`config.mk`:
```
export PLATFORM = sky130hd
export DESIGN_NAME = thread_scheduler
export DESIGN_NICKNAME = d
export VERILOG_FILES = /design/src/rtl/thread_scheduler.sv
export SDC_FILE = /design/constraint.sdc
export NUM_CORES = 1
export LEC_CHECK = 0
export CAP_MARGIN = 40
export CORE_ASPECT_RATIO = 0.9
export CORE_MARGIN = 5
export CORE_UTILIZATION = 45
export DETAILED_ROUTE_END_ITERATION = 8
export PLACE_DENSITY = 0.75
export SYNTH_ARGS = -nofsm -noshare
export SYNTH_HDL_FRONTEND = slang
export SYNTH_SLANG_ARGS = --single-unit
export TNS_END_PERCENT = 20
```
`constraint.sdc`:
```
create_clock -name clk -period 5.3 [get_ports clk]
set_input_delay 0.53 -clock clk [delete_from_list [all_inputs] [get_ports clk]]
set_output_delay 0.53 -clock clk [all_outputs]
set_load 0.02 [all_outputs]
```
`src/rtl/thread_scheduler.sv`:
```
// Barrel-thread issue scheduler: per-thread IDLE/RUN/WAIT state plus issue arbitration.
// Define THREAD_SCHED_SKIP_EN for skipping round-robin; default is fixed-slot barrel mode.
module thread_scheduler #(
  parameter int NUM_THREADS = 4,
  parameter int TID_W = $clog2(NUM_THREADS),
  parameter int CNT_W = 4,
  parameter logic [NUM_THREADS-1:0] BOOT_MASK = 'b0001
) (
  input  logic                   clk,
  input  logic                   rst,
  input  logic [NUM_THREADS-1:0] thread_start,
  input  logic [NUM_THREADS-1:0] thread_halt,
  input  logic                   stall_valid,
  input  logic [TID_W-1:0]       stall_tid,
  input  logic [CNT_W-1:0]       stall_cycles,
  input  logic                   issue_ready,
  output logic                   issue_valid,
  output logic [TID_W-1:0]       issue_tid,
  output logic [NUM_THREADS-1:0] issue_onehot,
  output logic [NUM_THREADS-1:0] thread_active
);

  typedef enum logic [1:0] {
    ST_IDLE,
    ST_RUN,
    ST_WAIT
  } st_t;

  st_t              r_st  [NUM_THREADS];
  logic [CNT_W-1:0] r_cnt [NUM_THREADS];
  logic [TID_W-1:0] r_ptr;

  logic [NUM_THREADS-1:0] w_elig;
  logic [NUM_THREADS-1:0] w_stall;
  logic                   w_valid;
  logic [TID_W-1:0]       w_tid;

  always_comb begin
    w_elig = '0;
    w_stall = '0;
    thread_active = '0;
    for (int i = 0; i < NUM_THREADS; i++) begin
      w_elig[i] = (r_st[i] == ST_RUN);
      thread_active[i] = (r_st[i] != ST_IDLE);
      w_stall[i] = stall_valid
                && (stall_tid == TID_W'(i))
                && (stall_cycles != '0);
    end
  end

`ifdef THREAD_SCHED_SKIP_EN
  logic [TID_W-1:0] w_idx;

  // k wraps to 0 at NUM_THREADS, so ptr itself is checked last
  always_comb begin
    w_valid = 1'b0;
    w_tid = '0;
    w_idx = '0;
    for (int k = 1; k <= NUM_THREADS; k++) begin
      w_idx = r_ptr + TID_W'(k);
      if (!w_valid && w_elig[w_idx]) begin
        w_valid = 1'b1;
        w_tid = w_idx;
      end
    end
  end
`else
  logic w_unused_ready;
  assign w_unused_ready = issue_ready;

  always_comb begin
    w_valid = w_elig[r_ptr];
    w_tid = w_valid ? r_ptr : '0;
  end
`endif

  always_comb begin
    issue_onehot = '0;
    if (w_valid) issue_onehot[w_tid] = 1'b1;
  end

  assign issue_valid = w_valid;
  assign issue_tid = w_tid;

  always_ff @(posedge clk) begin
    if (rst) begin
      for (int i = 0; i < NUM_THREADS; i++) begin
        r_st[i] <= BOOT_MASK[i] ? ST_RUN : ST_IDLE;
        r_cnt[i] <= '0;
      end
`ifdef THREAD_SCHED_SKIP_EN
      r_ptr <= TID_W'(NUM_THREADS - 1);
`else
      r_ptr <= '0;
`endif
    end else begin
      for (int i = 0; i < NUM_THREADS; i++) begin
        if (thread_halt[i]) begin
          r_st[i] <= ST_IDLE;
          r_cnt[i] <= '0;
        end else if (w_stall[i] && r_st[i] != ST_IDLE) begin
          r_st[i] <= ST_WAIT;
          r_cnt[i] <= stall_cycles;
        end else if (thread_start[i] && r_st[i] == ST_IDLE) begin
          r_st[i] <= ST_RUN;
        end else if (r_st[i] == ST_WAIT) begin
          if (r_cnt[i] == CNT_W'(1)) begin
            r_st[i] <= ST_RUN;
            r_cnt[i] <= '0;
          end else begin
            r_cnt[i] <= r_cnt[i] - CNT_W'(1);
          end
        end
      end
`ifdef THREAD_SCHED_SKIP_EN
      if (w_valid && issue_ready) r_ptr <= w_tid;
`else
      r_ptr <= r_ptr + TID_W'(1);
`endif
    end
  end

endmodule
```
# After elaboration in Yosys (flattened, before gate mapping)
# Memories as Yosys holds them, arrays and structs flattened.
# Cells that the tools add are included.
# word_totals
reg_bits	2
ramBits	24
inputBits	18
output_inout_bits	11
elab_cells	229
memories	2
# memory_table
name	words	width	rd	rd_ports_with_merged_regs	write_ports	line_no	source
r_cnt	4	4	4	0	4	30	logic [CNT_W-1:0] r_cnt [NUM_THREADS];
r_st	4	2	4	0	4	29	st_t r_st [NUM_THREADS];
# classes
n_addsub	5
magnitude_cmp	3
eq_ne	15
mux	144
n_bitwise	32
reduce_logical	27
# op_table
operator	count
$mux W1	108
$mux W4	17
$mux W2	17
$or A1 B1 Y1	32
$logic_and A1 B1 Y1	17
$eq A4 B1 Y1 const B	4
$sub A4 B1 Y4 const B	4
$eq A2 B2 Y1 const B	6
$eq A2 B1 Y1 const B	5
$logic_not A2 Y1	5
$reduce_bool A2 Y1	4
$lt A2 B3 Y1 const B	2
$reduce_bool A4 Y1	1
$add A2 B1 Y2 const B	1
$bmux W1 S2	1
$demux W1 S2	1
$ge A2 B1 Y1 const B	1

# Logic depth before layout (Yosys ltp)
# depth
depth_word	11
depth_mapped	6
ltp_nobuf	6

# Least setup slack after synthesis
# OpenSTA, ideal clock, no wires.
# synth_timing
path_kind	register to output
startpoint	memory r_st[2][1] (netlist name)
endpoint	output issue_valid
arrival_ns	1.788
required_time_ns	4.770
setup_slack_ns	2.982
path_stages_with_launch	4
path_buffers	0
path_cell_list	edfxtp_1 nor4bb_1 nand2b_1 or3_1
# synth_lines
item	line_no	source
start: declaration	29	
end: declaration	17	output logic issue_valid,

==> metrics.md <==
| Metric | Value |
|---|---|
| Outcome | `complete, no violations` |
| First-pass GRT wire length | `5.98 mm` |
| Core footprint | `3450 um2` |
| CTS Sinks | `26` |
| TritonRoute pass-1 iters | `4` |
| PwrDens | `250 nW/um2` |
| Slowest stage delay, CP | `0.59 ns` |
| Final worst slack | `2.71 ns` |
| Global route total overflow | `0` |
| Die area | `4980 um2` |
| Input/output buffers | `27` |
| R2R depth | `6` |
| Worst path bufs/invs | `1` |
| Clock root buffer master | `clkbuf_8` |
| Worst-path clk slew | `0.09 ns` |
| Initial antenna violation count | `0` |
| Total track usage | `15.8%` |
| Via density | `5.93` |
| XOR/XNOR share of the synthesized area | `4.78%` |
| Vias | `1310` |
| Most instantiated library cell after synthesis | `edfxtp_1` |
| Final Hold Viols | `0` |
| Post-DP HPWL | `2.85 mm` |
| EDFF count, synth | `24` |
| Setup TNS | `0 ns` |
| Initial DRC count | `61` |
| Total Routed Length | `3.69 mm` |
| Hold Path Class | `reg -> reg` |
| Area leader, netlist | `edfxtp_1` |
| Drt drc | `0` |
| R2r endpoint | `r_st[3][0]` |
| Adder-cell share of the synthesized area | `6.07%` |
| Largest net degree at the start of global routing | `18` |
| Final Wtd Congestion | `0.797` |
| Worst hold stages | `1` |
| Worst VDD drop | `0.210 mV` |
| Final nets | `204` |
| Fraction of synthesis flops using an asynchronous set or reset pin | `0%` |
| Initial Util | `47.8%` |
| Seq/Total Area, Yosys | `46.1%` |
| Layout area overhead | `21.9%` |
| Critical path startpoint category | `flip-flop` |
| Hold buffer count at CTS | `0` |
| Std-Cell Rows | `20` |
| Mapped Nets | `175` |
| CP cell instances | `nor4b_1 > or3_1 > clkdlybuf4s50_1` |
| Synth Register Bits | `26` |
| Antenna Violating Nets Remaining | `0` |
| CP endpoint kind | `output pin` |
| Dpl ws | `2.53 ns` |
| CTS tree | `yes` |
| Synthesized area per cell | `11.1 um2` |
| Maximum clock path buffer count | `2` |
| Multi-input combinational cell area | `822 um2` |
| Compound-Gate Fraction of Synth Area | `15.8%` |
| Wire per inst | `16.7 um` |
| Top_reg_cell synth | `edfxtp_1` |
| RSZ-0062 raised after global routing | `false` |
| Cell family with most CP delay | `simple AND/OR/NAND/NOR gates` |
| Rel. slew slack | `47.1%` |
| Filler instances | `308` |
| Postcts setup bufs | `0` |
| Htree depth | `1` |
| CTS-repair resized insts | `0` |
| Antenna diodes | `0` |
| Die H | `67.5 um` |
| FF-to-FF setup slack | `3.41 ns` |
| WP data required | `4.77 ns` |
| Setup violators final | `0` |
| Die W | `73.8 um` |
| Post-synth top cells | `edfxtp_1 (24), o2bb2ai_1 (16), inv_1 (13), nor2_1 (9), xnor2_1 (9)` |
| Vias in the first global route | `1324` |
| Worst Skew | `0.00146 ns` |
| Largest cells by area after synthesis | `edfxtp_1 (44%), o2bb2ai_1 (8.5%), ha_1 (6.1%)` |
| Max Freq | `0.386 GHz` |
| Min-delay src | `r_ptr[0]` |
| Total power | `0.502 mW` |
| Post-Synthesis Cells | `149` |
| Max-cap violations | `0` |
| Leak Pwr | `0.776 nW` |
| CP arrival | `2.06 ns` |
| CP Class | `reg -> out` |
| CP max FO | `4` |
| Main combinational cell family by area after synthesis | `simple AND/OR/NAND/NOR gates` |
| Final Max Tran Viols | `0` |
| Worst skew pair latency | `0.26 ns` |
| Worst-margin pin slew | `0.787 ns` |
| Syn Std Cell Area | `1650 um2` |
| CTS Buf Count | `3` |
| Synth Warn # | `0` |
| Start of the worst register-to-register path | `r_cnt[3][1]` |
| Post-synthesis simple-gate area fraction | `23.2%` |
| Mux cell area share after synthesis | `0%` |
| FF/Latch Area | `761 um2` |
| Share of cells above drive strength 1 | `9.04%` |
| Tmin final | `2.59 ns` |
| Synth top area share | `43.7%` |
| Slowest stage cell, crit path | `clkdlybuf4s50_1` |
| Io pins | `29` |
| Worst Hold End | `r_ptr[0]` |
| Period utilisation layout | `48.9%` |
| Hold_ws | `0.517 ns` |
| Post-synth cell types | `34` |
[routing by layer]
layer	track usage (%)	wire [um]	up-vias
li1	-	-	630
met1	18.4	1660	641
met2	29.1	1840	37
met3	4.32	171	2
met4	2.71	18	0
met5	0	0	-
[cells by family after synthesis]
kind of cell	after synthesis
AO/OA/AOI/OAI	33
XOR/XNOR	9
adder cells (fa/ha/maj)	8
buffers and inverters	16
flip-flops	26
AND/OR/NAND/NOR	57
[state kept, by name (all words and copies together), names as in the netlist]
register / cells
r_st: 8
r_ptr: 2
r_cnt: 16
[layout make-up]
type	count	area share, %
multi-input cells	107	40.9
flip-flops and latches	26	37.8
repair buffers	27	13.4
clock buffers	4	2.74
well taps	44	2.74
inverters	13	2.43
[placed cells by master, fill, tap and decap left out, types with 2 or more instances in the layout]
cell type        synthesis  layout
edfxtp_1                24      24
clkbuf_8                 0       4
or3_1                    7       7
nor3_1                   7       7
nand4_1                  6       6
nand2_1                  3       3
nand4b_1                 2       2
nor2b_1                  2       2
ha_1                     8       8
nor2_1                   9       9
a2bb2oi_1                3       3
clkdlybuf4s50_1          0      27
nor4_2                   2       2
dfxtp_1                  2       2
nand2b_1                 4       4
or2_2                    2       2
nand3_1                  2       2
o2bb2ai_1               16      16
inv_1                   13      13
or3b_2                   4       4
xnor2_1                  9       9
a21oi_1                  5       5
a21o_1                   3       3
a21boi_0                 3       3
[worst register-to-register path: stages, from the launching register on]
cell and delay (ns):
edfxtp_1 0.40, inv_1 0.09, ha_1 0.18, or3b_2 0.48, a21o_1 0.19, a2bb2oi_1 0.12
or3_1 0.16
[how the worst max path moves through the flow]
stage | start | end | cells past startpoint
after floorplan | r_st[2][1] | issue_valid | 3
after global placement | stall_cycles[1] | r_cnt[1][0] | 5
after detailed placement | stall_cycles[1] | r_cnt[1][0] | 5
after CTS | r_st[0][1] | issue_valid | 3
after global routing | r_st[0][1] | issue_valid | 3
final | r_st[0][1] | issue_valid | 3
[metrics by stage]
stage | cell area [um2] | instances | utilization (%)
floorplan | 1650 | 149 | -
global placement | 1960 | 217 | 56.7
detailed placement | 1960 | 217 | 56.7
CTS | 2010 | 221 | 58.3
global route | 2010 | 221 | 58.3
finish | 2010 | 221 | 58.3
[where the power goes]
| part | switching, mW | internal [mW] |
|---|---|---|
| clock | 0.0620 | 0.0664 |
| sequential | 0.0175 | 0.242 |
| combinational | 0.0572 | 0.0578 |
| total | 0.137 | 0.366 |
No activity file was read; power rests on OpenSTA's default activity.
